==> src/rtl/multicycle_pkg.sv <==
// Shared encodings for the multi-cycle RISC-V control FSM: states, opcodes,
// ALU operation codes, datapath mux selects and the immediate-format decoder.
package multicycle_pkg;

  typedef enum logic [3:0] {
    S_FETCH,
    S_DECODE,
    S_MEM_ADR,
    S_MEM_READ,
    S_MEM_WB,
    S_MEM_WRITE,
    S_EXEC_R,
    S_EXEC_I,
    S_ALU_WB,
    S_JALR_ADR,
    S_JAL,
    S_BRANCH,
    S_LUI,
    S_TRAP
  } state_t;

  localparam logic [6:0] OP_LOAD   = 7'b0000011;
  localparam logic [6:0] OP_STORE  = 7'b0100011;
  localparam logic [6:0] OP_RTYPE  = 7'b0110011;
  localparam logic [6:0] OP_ITYPE  = 7'b0010011;
  localparam logic [6:0] OP_BRANCH = 7'b1100011;
  localparam logic [6:0] OP_JAL    = 7'b1101111;
  localparam logic [6:0] OP_JALR   = 7'b1100111;
  localparam logic [6:0] OP_LUI    = 7'b0110111;

  localparam logic [1:0] ALUOP_ADD   = 2'b00;
  localparam logic [1:0] ALUOP_SUB   = 2'b01;
  localparam logic [1:0] ALUOP_RTYPE = 2'b10;
  localparam logic [1:0] ALUOP_ITYPE = 2'b11;

  localparam logic [1:0] SRCA_PC    = 2'b00;
  localparam logic [1:0] SRCA_OLDPC = 2'b01;
  localparam logic [1:0] SRCA_RS1   = 2'b10;

  localparam logic [1:0] SRCB_RS2  = 2'b00;
  localparam logic [1:0] SRCB_IMM  = 2'b01;
  localparam logic [1:0] SRCB_FOUR = 2'b10;

  localparam logic [1:0] RES_ALUOUT = 2'b00;
  localparam logic [1:0] RES_MEM    = 2'b01;
  localparam logic [1:0] RES_ALU    = 2'b10;
  localparam logic [1:0] RES_IMM    = 2'b11;

  localparam logic [2:0] IMM_I    = 3'b000;
  localparam logic [2:0] IMM_S    = 3'b001;
  localparam logic [2:0] IMM_B    = 3'b010;
  localparam logic [2:0] IMM_J    = 3'b011;
  localparam logic [2:0] IMM_U    = 3'b100;
  localparam logic [2:0] IMM_NONE = 3'b000;

  function automatic logic [2:0] imm_decode(input logic [6:0] op);
    case (op)
      OP_LOAD, OP_ITYPE, OP_JALR: imm_decode = IMM_I;
      OP_STORE:                   imm_decode = IMM_S;
      OP_BRANCH:                  imm_decode = IMM_B;
      OP_JAL:                     imm_decode = IMM_J;
      OP_LUI:                     imm_decode = IMM_U;
      default:                    imm_decode = IMM_NONE;
    endcase
  endfunction

endpackage

==> src/rtl/multicycle_controller_branch_cond.sv <==
// Branch resolution from funct3 and the ALU subtract flags.
module branch_cond (
  input  logic [2:0] funct3,
  input  logic       zero,
  input  logic       lt,
  output logic       taken
);

  always_comb begin
    taken = 1'b0;
    case (funct3)
      3'b000:  taken = zero;
      3'b001:  taken = !zero;
      3'b100:  taken = lt;
      3'b101:  taken = !lt;
      default: taken = 1'b0;
    endcase
  end

endmodule

==> src/rtl/multicycle_controller.sv <==
// Main control FSM of the multi-cycle RISC-V core: sequences fetch, decode,
// execute, memory and writeback, and counts retired instructions.
//
// state      | meaning
// FETCH      | read instruction at PC, PC += 4 on mem_ready
// DECODE     | alu_out <= old_pc + imm, dispatch on opcode
// MEM_ADR    | alu_out <= rs1 + imm
// MEM_READ   | load request at alu_out
// MEM_WB     | write load data to rd
// MEM_WRITE  | store request at alu_out
// EXEC_R     | R-type ALU operation
// EXEC_I     | I-type ALU operation
// ALU_WB     | write alu_out to rd
// JALR_ADR   | alu_out <= rs1 + imm
// JAL        | PC <= alu_out, alu_out <= old_pc + 4
// BRANCH     | compare rs1/rs2, PC <= target if taken
// LUI        | write imm to rd
// TRAP       | unsupported opcode, held until reset
module multicycle_controller
  import multicycle_pkg::*;
#(
  parameter int INSTRET_W = 32
) (
  input  logic                 clk,
  input  logic                 rst_n,
  input  logic [6:0]           opcode,
  input  logic [2:0]           funct3,
  input  logic                 zero,
  input  logic                 lt,
  input  logic                 mem_ready,
  output logic                 mem_req,
  output logic                 mem_write,
  output logic                 adr_src,
  output logic                 ir_write,
  output logic                 pc_write,
  output logic                 reg_write,
  output logic [1:0]           alu_src_a,
  output logic [1:0]           alu_src_b,
  output logic [1:0]           aluop,
  output logic [1:0]           result_src,
  output logic [2:0]           imm_src,
  output logic                 illegal,
  output logic [INSTRET_W-1:0] instret
);

  state_t                 state;
  state_t                 state_next;
  logic                   taken;
  logic [INSTRET_W-1:0]   instret_count;

  branch_cond u_branch_cond (
    .funct3 (funct3),
    .zero   (zero),
    .lt     (lt),
    .taken  (taken)
  );

  always_ff @(posedge clk) begin
    if (!rst_n) begin
      state         <= S_FETCH;
      instret_count <= '0;
    end else begin
      state <= state_next;
      if (state_next == S_FETCH && state != S_FETCH)
        instret_count <= instret_count + INSTRET_W'(1);
    end
  end

  always_comb begin
    state_next = state;
    mem_req    = 1'b0;
    mem_write  = 1'b0;
    adr_src    = 1'b0;
    ir_write   = 1'b0;
    pc_write   = 1'b0;
    reg_write  = 1'b0;
    alu_src_a  = SRCA_PC;
    alu_src_b  = SRCB_RS2;
    aluop      = ALUOP_ADD;
    result_src = RES_ALUOUT;
    imm_src    = imm_decode(opcode);
    illegal    = 1'b0;
    case (state)
      S_FETCH: begin
        mem_req    = 1'b1;
        alu_src_b  = SRCB_FOUR;
        result_src = RES_ALU;
        if (mem_ready) begin
          ir_write   = 1'b1;
          pc_write   = 1'b1;
          state_next = S_DECODE;
        end
      end
      S_DECODE: begin
        alu_src_a = SRCA_OLDPC;
        alu_src_b = SRCB_IMM;
        case (opcode)
          OP_RTYPE:          state_next = S_EXEC_R;
          OP_ITYPE:          state_next = S_EXEC_I;
          OP_LOAD, OP_STORE: state_next = S_MEM_ADR;
          OP_BRANCH:         state_next = S_BRANCH;
          OP_JAL:            state_next = S_JAL;
          OP_JALR:           state_next = S_JALR_ADR;
          OP_LUI:            state_next = S_LUI;
          default:           state_next = S_TRAP;
        endcase
      end
      S_MEM_ADR: begin
        alu_src_a  = SRCA_RS1;
        alu_src_b  = SRCB_IMM;
        state_next = (opcode == OP_LOAD) ? S_MEM_READ : S_MEM_WRITE;
      end
      S_MEM_READ: begin
        mem_req = 1'b1;
        adr_src = 1'b1;
        if (mem_ready) state_next = S_MEM_WB;
      end
      S_MEM_WB: begin
        result_src = RES_MEM;
        reg_write  = 1'b1;
        state_next = S_FETCH;
      end
      S_MEM_WRITE: begin
        mem_req   = 1'b1;
        mem_write = 1'b1;
        adr_src   = 1'b1;
        if (mem_ready) state_next = S_FETCH;
      end
      S_EXEC_R: begin
        alu_src_a  = SRCA_RS1;
        alu_src_b  = SRCB_RS2;
        aluop      = ALUOP_RTYPE;
        state_next = S_ALU_WB;
      end
      S_EXEC_I: begin
        alu_src_a  = SRCA_RS1;
        alu_src_b  = SRCB_IMM;
        aluop      = ALUOP_ITYPE;
        state_next = S_ALU_WB;
      end
      S_ALU_WB: begin
        result_src = RES_ALUOUT;
        reg_write  = 1'b1;
        state_next = S_FETCH;
      end
      S_JALR_ADR: begin
        alu_src_a  = SRCA_RS1;
        alu_src_b  = SRCB_IMM;
        state_next = S_JAL;
      end
      S_JAL: begin
        alu_src_a  = SRCA_OLDPC;
        alu_src_b  = SRCB_FOUR;
        result_src = RES_ALUOUT;
        pc_write   = 1'b1;
        state_next = S_ALU_WB;
      end
      S_BRANCH: begin
        alu_src_a  = SRCA_RS1;
        alu_src_b  = SRCB_RS2;
        aluop      = ALUOP_SUB;
        result_src = RES_ALUOUT;
        pc_write   = taken;
        state_next = S_FETCH;
      end
      S_LUI: begin
        result_src = RES_IMM;
        reg_write  = 1'b1;
        state_next = S_FETCH;
      end
      S_TRAP: begin
        illegal = 1'b1;
        imm_src = IMM_NONE;
      end
      default: state_next = S_FETCH;
    endcase
    // Outputs are held quiet for the whole reset cycle, even mid memory wait.
    if (!rst_n) begin
      mem_req    = 1'b0;
      mem_write  = 1'b0;
      adr_src    = 1'b0;
      ir_write   = 1'b0;
      pc_write   = 1'b0;
      reg_write  = 1'b0;
      alu_src_a  = 2'b00;
      alu_src_b  = 2'b00;
      aluop      = 2'b00;
      result_src = 2'b00;
      imm_src    = 3'b000;
      illegal    = 1'b0;
    end
  end

  assign instret = rst_n ? instret_count : '0;

endmodule

==> config.mk <==
export PLATFORM = sky130hd
export DESIGN_NAME = multicycle_controller
export DESIGN_NICKNAME = d
export VERILOG_FILES = /design/src/rtl/multicycle_pkg.sv /design/src/rtl/multicycle_controller_branch_cond.sv /design/src/rtl/multicycle_controller.sv
export SDC_FILE = /design/constraint.sdc
export NUM_CORES = 1
export LEC_CHECK = 0
export CORE_MARGIN = 4
export CORE_UTILIZATION = 45
export CTS_BUF_LIST = sky130_fd_sc_hd__clkbuf_4 sky130_fd_sc_hd__clkbuf_8 sky130_fd_sc_hd__clkbuf_16
export CTS_CLUSTER_SIZE = 20
export DETAILED_ROUTE_END_ITERATION = 8
export GPL_TIMING_DRIVEN = 0
export PLACE_DENSITY = 0.75
export RECOVER_POWER = 100
export SKIP_LAST_GASP = 1
export SLEW_MARGIN = 20
export SYNTH_ARGS = -nofsm -noshare
export SYNTH_HDL_FRONTEND = slang
export SYNTH_SLANG_ARGS = --single-unit
==> constraint.sdc <==
create_clock -name clk -period 8.1 [get_ports clk]
set_clock_uncertainty 0.05 [all_clocks]
set_input_delay 2.025 -clock clk [delete_from_list [all_inputs] [get_ports clk]]
set_output_delay 2.025 -clock clk [all_outputs]
set_load 0.03 [all_outputs]
# After elaboration in Yosys (flattened, before gate mapping)
# Index checks and enable logic that the tools add are counted.
dict set report word_totals {
  wordCells 77
  reg_bits 36
}
dict set report classes {
  addsub 1
  n_eq_ne 24
  n_mux 34
  reduce_logical 16
}
# op count
set op_table {}
lappend op_table {{$add A32 B1 Y32 const B} 1}
lappend op_table {{$mux W32} 1}
lappend op_table {{$pmux W4 S8} 1}
lappend op_table {{$pmux W4 S7} 1}
lappend op_table {{$eq A4 B4 Y1 const B} 6}
lappend op_table {{$eq A7 B6 Y1 const B} 3}
lappend op_table {{$eq A7 B7 Y1 const B} 3}
lappend op_table {{$eq A4 B3 Y1 const B} 4}
lappend op_table {{$mux W1} 14}
lappend op_table {{$mux W4} 3}
lappend op_table {{$pmux W2 S3} 2}
lappend op_table {{$pmux W3 S4} 1}
lappend op_table {{$mux W3} 3}
lappend op_table {{$reduce_or A3 Y1} 3}
lappend op_table {{$eq A4 B2 Y1 const B} 2}
lappend op_table {{$logic_not A4 Y1} 2}
lappend op_table {{$mux W2} 4}
lappend op_table {{$pmux W2 S2} 2}
lappend op_table {{$reduce_or A2 Y1} 4}
lappend op_table {{$eq A7 B2 Y1 const B} 1}
lappend op_table {{$eq A7 B5 Y1 const B} 1}
lappend op_table {{$eq A3 B3 Y1 const B} 2}
lappend op_table {{$reduce_or A5 Y1} 1}
lappend op_table {{$eq A4 B1 Y1 const B} 1}
lappend op_table {{other kinds (8)} 9}

# Longest topological paths before layout
# Gate-level depths: netlist (run 1).
dict set report logic_depth {
  word_depth 6
  depth_mapped 9
  depth_no_buf 7
}

# Cells and area by module
# A second synthesis (run 1) with hierarchy kept.
dict set report hier_totals {
  cells_unflattened 348
  area_unflattened_um2 2707.6
}
# module cells_each area_each_um2 n_inst
set by_module_without_submodules {}
lappend by_module_without_submodules {multicycle_controller 344 2676.3 1}
lappend by_module_without_submodules {branch_cond 4 31.3 1}

# Least setup slack after synthesis (run 1)
# No wires, ideal clock.
dict set report synth_path {
  path_type {input-to-output}
  startpoint {in rst_n}
  endpoint {out mem_req}
  cell_stages 3
  arrival_time_ps 3747
  path_buffers 1
  path_slack_ps 2278
  path_cell_list {inv_2 clkbuf_1 a2111oi_0}
}
dict set report synth_via {
  elab_chain_cells 1
}
# item line_no
set synth_rtl {}
lappend synth_rtl {{start, declared} multicycle_controller.sv:25} ;# input logic rst_n,
lappend synth_rtl {{$mux W1} multicycle_controller.sv:178} ;# if (!rst_n) begin
lappend synth_rtl {{end, declared} multicycle_controller.sv:31} ;# output logic mem_req,
# No other way between the ends.

# Worst setup path after layout (run 1)
dict set report layout_path {
  startpoint {in rst_n}
  endpoint {out instret[21]}
}
dict set report layout_via {
  elab_chain_cells 1
}
# item line_no
set layout_rtl {}
lappend layout_rtl {{$mux W32} multicycle_controller.sv:194} ;# assign instret = rst_n ? instret_count : '0;
lappend layout_rtl {{end, declared} multicycle_controller.sv:43} ;# output logic [INSTRET_W-1:0] instret
# No other way between the ends.

==> reports/metrics.yaml, run 1 <==
global_route:
  gr-total-overflow: 0
  antenna_found_initial: 0
  grt_pass1_wl_mm: 11.2
  grt_pass1_vias: 2405
  grtUsageTotal: 0.211
  grt_max_degree: 12
logic_synthesis:
  ys_warn_count: 0
  synth_mux_area_frac: 0.0589
  yosysUniqueCellTypes: 52
  syn_inst: 328
  synth_area_per_cell_um2: 7.51
  synth_edf_count: 0
  synth_top_family_by_area: "simple AND/OR/NAND/NOR gates"
  synth-seq-cells: 36
  synth_area_um2: 2460
  synth-compound-area-share: 0.119
  yosys.area_share.xor_xnor: 0.0462
  postSynthNetCount: 344
  synth-simple-area-share: 0.437
  synth_adder_area_share: 0.00508
  synth-seq-area-share: 0.293
  synthArstFlopShare: 0
  synth_ff_type: "dfxtp_1"
pwr:
  ir_drop_uv: 116
  leakage_nw: 1.38
  p_per_area_nw_per_um2: 130
floorplanning:
  die_h_um: 82.0
  core-area_um2: 5200
  row_count: 26
  die-area_um2: 6720
  ioPinCount: 65
  die_w_um: 82.0
  initial_core_util: 0.473
critical_path:
  worstPathMaxFanout: 10
  rr_worst_depth: 8
  cp_data_arrival_time_ns: 4.70
  cp-end-kind: "output pin"
  required_ns: 6.03
  worst_setup_path_start_kind: "primary input"
  crit_type: "primary input to output pin"
detailed_routing:
  routedWlPerCell_um: 14.5
  drt-total-wl_mm: 6.82
  drcViolationCount: 0
  postRouteAntennaNets: 0
  vias: 2579
  dr.pass1.iters: 4
  drtIter0Drc: 92
  viasPerCell: 5.49
clocking:
  cts_buffers: 5
  ctsHtreeMaxLevel: 2
  post-cts-setup-buffers: 0
  cts_tree: "yes"
  clock_sinks: 36
  clkLatencyLatePin_ns: 0.29
  clk_pin_slew_worst_paths_ns: 0.07
  holdBufCountCts: 0
  clock_path_buffers: 2
  cts_resized: 0
  root_buffer: "clkbuf_8"
layout:
  design_area_um2: 3270
  drive_gt1_frac: 0.0700
  fill_cells: 498
  diodes: 0
  syn_to_final_growth_pct: 32.9
  final_common_cell: "dlygate4sd3_1"
  layout_common_cells: "dlygate4sd3_1 (50), nor2_1 (49), dfxtp_1 (36)"
  layoutNonFillerInstCount: 470
  nNetsFinal: 415
place:
  dp_hpwl_mm: 5.12
  gp_congestion: 0.907
  dp_cells: 462
  portBuffers: 64
  place_area_um2: 3190
timing:
  fin_hold_ws_ns: 0.458
  fmax_mhz: 148
  hold_viol: 0
  rsz0062_at_grt: "false"
  worst_pin_slew_ns: 0.916
  setup_tns_ns: 0
  min_period_ns: 6.77
  fin_crit_sh: 0.836
  max-slew-margin-rel: 0.385
  setup_violations: 0
  slew_violations: 0
run:
  cap_violations: 0
outcome:
  outcome: "complete, no violations"
hold_path:
  hp-class: "register to register"
  hold_path_depth: 2
[cells by family after synthesis]
| group | after synthesis |
|---|---|
| multiplexers | 13 |
| adder cells (fa/ha/maj) | 1 |
| XOR/XNOR | 13 |
| AO/OA/AOI/OAI | 44 |
| buffers and inverters | 27 |
| flip-flops | 36 |
| AND/OR/NAND/NOR | 194 |
[critical path, stage by stage]
cell and delay (ns):
clkdlybuf4s50_1 0.49, clkbuf_1 0.45, clkbuf_1 0.42, clkbuf_1 0.37
and2_1 0.18, dlygate4sd3_1 0.75
[cell usage after synthesis, drive strengths merged (4+ instances only)]
master / count / share of area
nor2: 49 / 0.075
dfxtp: 36 / 0.29
and2: 33 / 0.084
nand3: 18 / 0.041
nand2: 17 / 0.026
a21oi: 16 / 0.033
and3: 15 / 0.038
clkbuf: 15 / 0.023
mux2: 12 / 0.055
nor3: 12 / 0.024
xnor2: 11 / 0.039
inv: 10 / 0.015
nand4: 8 / 0.020
nor4: 8 / 0.020
a21o: 7 / 0.021
and4: 7 / 0.025
nor2b: 6 / 0.015
o21ai: 6 / 0.012
nand2b: 4 / 0.010
or3: 4 / 0.012
[layout make-up]
class,count,area (µm²),area share
sequential,36,721,0.220
tap,70,87.6,0.0268
clock inverter,1,7.51,0.00229
multi-input combinational,265,1630,0.497
timing repair buffer,64,641,0.196
inverter,10,37.5,0.0115
buffer,17,63.8,0.0195
clock buffer,7,90.1,0.0275
[per-stage QoR]
step / setup WS, ns / total power, mW / utilization
after global routing: 1.14 / 0.448 / 0.629
final: 1.33 / 0.426 / 0.629
after detailed placement: 1.39 / 0.296 / 0.613
after floorplan: 2.28 / 0.257 / -
after CTS: 1.37 / 0.433 / 0.632
after global placement: 1.32 / 0.295 / 0.613
[path summary, 6_finish.rpt]
| check | endpoint | slack, ns | startpoint |
|---|---|---|---|
| max | instret[21] | 1.33 | rst_n |
| min | instret_count[3] | 0.46 | instret_count[3] |
| max reg2reg | instret_count[5] | 4.81 | state[2] |
| min reg2reg | instret_count[3] | 0.46 | instret_count[3] |
[flip-flops by register name (all words and copies together) (netlist names)]
signal / flops
state: 4
instret_count: 32
[where the power goes]
part	internal, mW	leakage [nW]	switching [mW]
registers	0.180	0.290	0.00190
clock network	0.0725	0.0479	0.0645
logic	0.0386	1.04	0.0686
[per-layer routing]
| layer | GRT usage | share of wire | vias to the layer above |
|---|---|---|---|
| li1 | - | - | 1304 |
| met1 | 0.279 | 0.46 | 1196 |
| met2 | 0.352 | 0.48 | 74 |
| met3 | 0.0373 | 0.057 | 5 |
| met4 | 0.0532 | 0.0056 | 0 |
| met5 | 0 | 0 | - |
(Power assumes the default switching activity.)
==> run 2: changes to the inputs <==
--- a/config.mk
+++ b/config.mk
@@ -6,12 +6,12 @@
 export NUM_CORES = 1
 export LEC_CHECK = 0
 export CORE_MARGIN = 4
-export CORE_UTILIZATION = 45
+export CORE_UTILIZATION = 44
 export CTS_BUF_LIST = sky130_fd_sc_hd__clkbuf_4 sky130_fd_sc_hd__clkbuf_8 sky130_fd_sc_hd__clkbuf_16
 export CTS_CLUSTER_SIZE = 20
 export DETAILED_ROUTE_END_ITERATION = 8
 export GPL_TIMING_DRIVEN = 0
-export PLACE_DENSITY = 0.75
+export PLACE_DENSITY = 0.76
 export RECOVER_POWER = 100
 export SKIP_LAST_GASP = 1
 export SLEW_MARGIN = 20
==> constraint.sdc (replaced) <==
create_clock -name clk -period 5.7 [get_ports clk]
set_clock_uncertainty 0.05 [all_clocks]
set_input_delay 1.425 -clock clk [delete_from_list [all_inputs] [get_ports clk]]
set_output_delay 1.425 -clock clk [all_outputs]
set_load 0.03 [all_outputs]
==> run 2 against run 1 <==
- die area is 2.0% higher
- critical path depth stayed put
- combinational power is 41% higher
- first-iteration DRC count is 72% higher
- flip-flop and latch count stayed put
- largest cell class unchanged
- largest power group unchanged
==> reports/metrics.yaml, run 2 (synthesis gave the netlist of run 1 again) <==
clocking:
  ctsHtreeMaxLevel: 2  # unchanged
  clock_path_buffers: 2  # unchanged
  post-cts-setup-buffers: 0  # unchanged
  cts_buffers: 5  # unchanged
  holdBufCountCts: 0  # unchanged
  clkLatencyLatePin_ns: 0.29  # about the same
  cts_tree: "yes"
  cts_resized: 0  # unchanged
  clock_sinks: 36  # unchanged
  clk_pin_slew_worst_paths_ns: 0.08  # about the same
  root_buffer: "clkbuf_8"
timing:
  worst_pin_slew_ns: 0.811  # -0.105 ns
  hold_viol: 0  # unchanged
  min_period_ns: 5.50
  rsz0062_at_grt: "false"
  fin_crit_sh: 0.965
  max-slew-margin-rel: 0.455  # +0.0703
  layout_setup_ws_ns: 0.199  # -1.13 ns
  fin_hold_ws_ns: 0.451  # -0.00762 ns
  setup_violations: 0  # unchanged
  slew_violations: 0  # unchanged
  setup_tns_ns: 0  # unchanged
  fmax_mhz: 182
global_route:
  grt_pass1_wl_mm: 11.3  # +1.2%
  grt_max_degree: 13  # +1
  antenna_found_initial: 0  # unchanged
  grtUsageTotal: 0.191  # -0.0195
  grt_pass1_vias: 2443  # +1.6%
  gr-total-overflow: 0  # unchanged
layout:
  syn_to_final_growth_pct: 33.4
  nNetsFinal: 415  # unchanged
  final_common_cell: "nor2_1"
  multiInputGateArea_um2: 1630  # unchanged
  largest_reg_flops: 32  # unchanged
  drive_gt1_frac: 0.0675  # -0.00250
  diodes: 0  # unchanged
  top_regs: "instret_count x32, state x4"
  seq_area_um2: 721  # unchanged
  layout_common_cells: "nor2_1 (49), dlygate4sd3_1 (41), dfxtp_1 (36)"
  regMostFlops: "instret_count"
  layoutNonFillerInstCount: 470  # unchanged
  fill_cells: 494  # -0.80%
critical_path:
  crit_type: "primary input to output pin"
  crit_end: "instret[21]"
  cp-end-kind: "output pin"
  reg2reg_to: "instret_count[5]"
  worst_setup_path_start_kind: "primary input"
  cp_data_arrival_time_ns: 4.03  # -0.67 ns
  required_ns: 4.22  # -1.81 ns
  ff2ff_setup_slack_ns: 2.47  # -2.34 ns
  rr_worst_depth: 8  # unchanged
  startpoint: "rst_n"
  worstPathMaxFanout: 10  # unchanged
  r2r-start: "state[2]"
floorplanning:
  ioPinCount: 65  # unchanged
  die-area_um2: 6860  # +2.0%
  row_count: 26  # unchanged
  die_h_um: 82.8  # +1.0%
  die_w_um: 82.8  # +1.0%
  initial_core_util: 0.467  # -0.00584
  core-area_um2: 5270  # +1.2%
detailed_routing:
  postRouteAntennaNets: 0  # unchanged
  drtIter0Drc: 158  # +72%
  viasPerCell: 5.53  # +0.70%
  drcViolationCount: 0  # unchanged
  drt-total-wl_mm: 6.73  # -1.3%
  routedWlPerCell_um: 14.3  # -1.3%
  vias: 2597  # +0.70%
  dr.pass1.iters: 4  # unchanged
hold_path:
  hp-class: "register to register"
outcome:
  outcome: "complete, no violations"
place:
  dp_hpwl_mm: 5.01  # -2.1%
  gp_congestion: 0.926  # +2.1%
  dp_cells: 462  # unchanged
  dp_slack_ns: 0.188  # -1.20 ns
  portBuffers: 64  # unchanged
pwr:
  ir_drop_uv: 152  # +31%
  leakage_nw: 1.35  # -1.8%
  p_per_area_nw_per_um2: 193  # +49%
run:
  cap_violations: 0  # unchanged
[run 2: cell types whose count changed in the layout (fill, tap and decap cells not counted), moves of 5 or more]
cell,change
and2_1,-5
clkdlybuf4s50_1,+9
dlygate4sd3_1,-9
and2_0,+5
[run 2: worst max-delay path, stage by stage]
cell	delay (ns)
clkdlybuf4s50_1	0.47
clkbuf_1	0.41
clkbuf_1	0.43
clkbuf_1	0.39
and2_0	0.22
clkdlybuf4s50_1	0.68
[run 2: stage by stage]
step	power [mW]	instance area [µm²]	util
final	0.635	3290	0.624
after global routing	0.662	3290	0.624
after CTS	0.645	3300	0.627
after detailed placement	0.420	3190	0.606
after global placement	0.419	3190	0.606
after floorplan	0.366	2460	-
[run 2: metal layers]
metal	global-route usage	vias up	part of all wire
met5	0	-	0
met4	0.0565	0	0.013
met3	0.0426	10	0.059
met2	0.318	84	0.46
met1	0.247	1195	0.46
li1	-	1308	-
[run 2: worst min path at each step]
| stage | startpoint | endpoint | slack [ns] | cells after the start |
|---|---|---|---|---|
| 2_1_floorplan | instret_count[3] | instret_count[3] | 0.41 | 2 |
| 3_3_place_gp | instret_count[3] | instret_count[3] | 0.43 | 2 |
| 3_5_place_dp | instret_count[3] | instret_count[3] | 0.44 | 2 |
| 4_1_cts | instret_count[3] | instret_count[3] | 0.45 | 2 |
| 5_1_grt | instret_count[3] | instret_count[3] | 0.48 | 2 |
| 6_report | instret_count[3] | instret_count[3] | 0.45 | 2 |
[run 2: area by class of cell]
type | instances | area share
Inverter | 10 | 0.0114
Tap cell | 70 | 0.0266
Buffer | 17 | 0.0194
Multi-Input combinational cell | 265 | 0.494
Clock inverter | 3 | 0.0129
Timing Repair Buffer | 64 | 0.195
Sequential cell | 36 | 0.219
Clock buffer | 5 | 0.0209
[run 2: power breakdown]
group | total, mW | switching (mW) | internal (mW)
logic | 0.151 | 0.0964 | 0.0549
clock network | 0.226 | 0.0964 | 0.129
registers | 0.258 | 0.00258 | 0.255
total | 0.635 | 0.195 | 0.440
==> run 3: changes to the inputs <==
--- a/config.mk
+++ b/config.mk
@@ -8,7 +8,6 @@
 export CORE_MARGIN = 4
 export CORE_UTILIZATION = 44
 export CTS_BUF_LIST = sky130_fd_sc_hd__clkbuf_4 sky130_fd_sc_hd__clkbuf_8 sky130_fd_sc_hd__clkbuf_16
-export CTS_CLUSTER_SIZE = 20
 export DETAILED_ROUTE_END_ITERATION = 8
 export GPL_TIMING_DRIVEN = 0
 export PLACE_DENSITY = 0.76
==> constraint.sdc (replaced) <==
create_clock -name clk -period 4.88 [get_ports clk]
set_clock_uncertainty 0.05 [all_clocks]
set_input_delay 1.22 -clock clk [delete_from_list [all_inputs] [get_ports clk]]
set_output_delay 1.22 -clock clk [all_outputs]
set_load 0.03 [all_outputs]
==> run 3 against run 2 <==
- via count shrank 0.27%
- final cell count decreased by 0.21%
- clock power rose by 16%
- first-iteration DRC count is 27% lower
- final area barely moved
- count of clock-buffer cells in the layout unchanged
- highest routed layer unchanged
==> reports/metrics.yaml, run 3 (synthesis gave the netlist of run 1 again) <==
outcome:
  outcome: "complete, no violations"
layout:
  multiInputGateArea_um2: 1630  # unchanged
  final_common_cell: "nor2_1"
  fin_util: 0.623  # about the same
  layout_common_cells: "nor2_1 (49), dlygate4sd3_1 (44), dfxtp_1 (36)"
  diodes: 0  # unchanged
  design_area_um2: 3290  # about the same
  layoutNonFillerInstCount: 469  # -0.21%
  largest_reg_flops: 32  # unchanged
  drive_gt1_frac: 0.0752  # +0.00769
  syn_to_final_growth_pct: 33.4  # about the same
  seq_area_um2: 721  # unchanged
  nNetsFinal: 414  # -0.24%
  regMostFlops: "instret_count"
  top_regs: "instret_count x32, state x4"
  fill_cells: 494  # unchanged
floorplanning:
  die_h_um: 82.8  # unchanged
  die-area_um2: 6860  # unchanged
  core-area_um2: 5270  # unchanged
  row_count: 26  # unchanged
  die_w_um: 82.8  # unchanged
  initial_core_util: 0.467  # unchanged
  ioPinCount: 65  # unchanged
timing:
  setup_violations: 0  # unchanged
  layout_setup_ws_ns: 0.172  # -0.0271 ns
  fin_hold_ws_ns: 0.450  # -0.000193 ns
  fin_crit_sh: 0.965
  min_period_ns: 4.71
  worst_pin_slew_ns: 0.796  # -0.0148 ns
  rsz0062_at_grt: "false"
  hold_viol: 0  # unchanged
  slew_violations: 0  # unchanged
  fmax_mhz: 212
  max-slew-margin-rel: 0.465  # +0.00995
clocking:
  root_buffer: "clkbuf_8"
  cts_tree: "yes"
  clock_sinks: 36  # unchanged
  post-cts-setup-buffers: 0  # unchanged
  clkLatencyLatePin_ns: 0.29  # about the same
  clk_pin_slew_worst_paths_ns: 0.08  # about the same
  holdBufCountCts: 0  # unchanged
  clock_path_buffers: 2  # unchanged
  cts_buffers: 5  # unchanged
  ctsHtreeMaxLevel: 2  # unchanged
place:
  dp_hpwl_mm: 5.01  # unchanged
  dp_slack_ns: -0.222  # -0.410 ns
  dp_cells: 462  # unchanged
  place_area_um2: 3190  # unchanged
  portBuffers: 64  # unchanged
  gp_congestion: 0.926  # unchanged
detailed_routing:
  drt-total-wl_mm: 6.65  # -1.1%
  drtIter0Drc: 116  # -27%
  vias: 2590  # -0.27%
  dr.pass1.iters: 4  # unchanged
  viasPerCell: 5.52  # about the same
  routedWlPerCell_um: 14.2  # -0.93%
  drcViolationCount: 0  # unchanged
  postRouteAntennaNets: 0  # unchanged
global_route:
  grt_max_degree: 13  # unchanged
  grtUsageTotal: 0.191  # unchanged
  grt_pass1_vias: 2443  # unchanged
  gr-total-overflow: 0  # unchanged
  antenna_found_initial: 0  # unchanged
  grt_pass1_wl_mm: 11.3  # unchanged
critical_path:
  cp-end-kind: "output pin"
  worst_setup_path_start_kind: "primary input"
  reg2reg_to: "instret_count[5]"
  startpoint: "rst_n"
  required_ns: 3.61  # -0.61 ns
  crit_end: "instret[3]"
  rr_worst_depth: 8  # unchanged
  worstPathMaxFanout: 10  # unchanged
  cp_data_arrival_time_ns: 3.44  # -0.59 ns
  r2r-start: "state[2]"
  ff2ff_setup_slack_ns: 1.65  # -0.82 ns
  crit_type: "primary input to output pin"
pwr:
  p_per_area_nw_per_um2: 226  # +17%
  ir_drop_uv: 177  # +17%
  leakage_nw: 1.38  # +1.7%
run:
  cap_violations: 0  # unchanged
hold_path:
  hp-class: "register to register"
run 3: cell types whose count changed in the layout (fill, tap and decap cells not counted), sizes merged:
cell,delta
clkbuf,-1
clkdlybuf4s50,-3
dlygate4sd3,+3
run 3: final cells by class:
type                    count  share of cell area
inverters                  10              0.0114
repair buffers             64               0.195
flip-flops and latches     36               0.219
clock buffers               5              0.0209
plain buffers              16              0.0190
multi-input cells         265               0.495
clock inverters             3              0.0129
well taps                  70              0.0267
run 3: worst min path at each step:
stage | to | depth (start not counted) | start | slack [ns]
final | instret_count[3] | 2 | instret_count[3] | 0.45
after global routing | instret_count[3] | 2 | instret_count[3] | 0.48
after CTS | instret_count[3] | 2 | instret_count[3] | 0.45
after detailed placement | instret_count[3] | 2 | instret_count[3] | 0.44
after global placement | instret_count[3] | 2 | instret_count[3] | 0.43
after floorplan | instret_count[3] | 2 | instret_count[3] | 0.41
run 3: metal layers:
layer,track usage,vias to the layer above,share of wire,routed length (µm)
met5,0,-,0,0
met4,0.0565,0,0.0087,58
met3,0.0426,5,0.058,383
met2,0.318,85,0.47,3140
met1,0.247,1193,0.46,3070
li1,-,1307,-,-
run 3: power breakdown:
group | switching (mW) | total (mW) | internal (mW)
Clock | 0.112 | 0.263 | 0.151
Sequential | 0.00301 | 0.301 | 0.298
Combinational | 0.112 | 0.177 | 0.0649
Total | 0.227 | 0.741 | 0.514
run 3: per-stage QoR:
step	total power, mW	TNS, ns
floorplan	0.427	0
global placement	0.489	-2.60
detailed placement	0.491	-1.79
CTS	0.754	0
global route	0.774	0
finish	0.741	0
run 3: critical path: stages:
cell             delay, ns
clkdlybuf4s50_1       0.43
inv_2                 0.13
clkbuf_1              0.44
clkbuf_1              0.49
nor2_1                0.11
clkdlybuf4s50_1       0.62
run 3: what timing repair did:
item | 4_1_cts | 5_1_grt
endpoints found under the hold margin | 0 | 0
pin swaps | 0 | 0
gates resized for setup | 2 | 0
setup endpoints to repair | 9 | 4
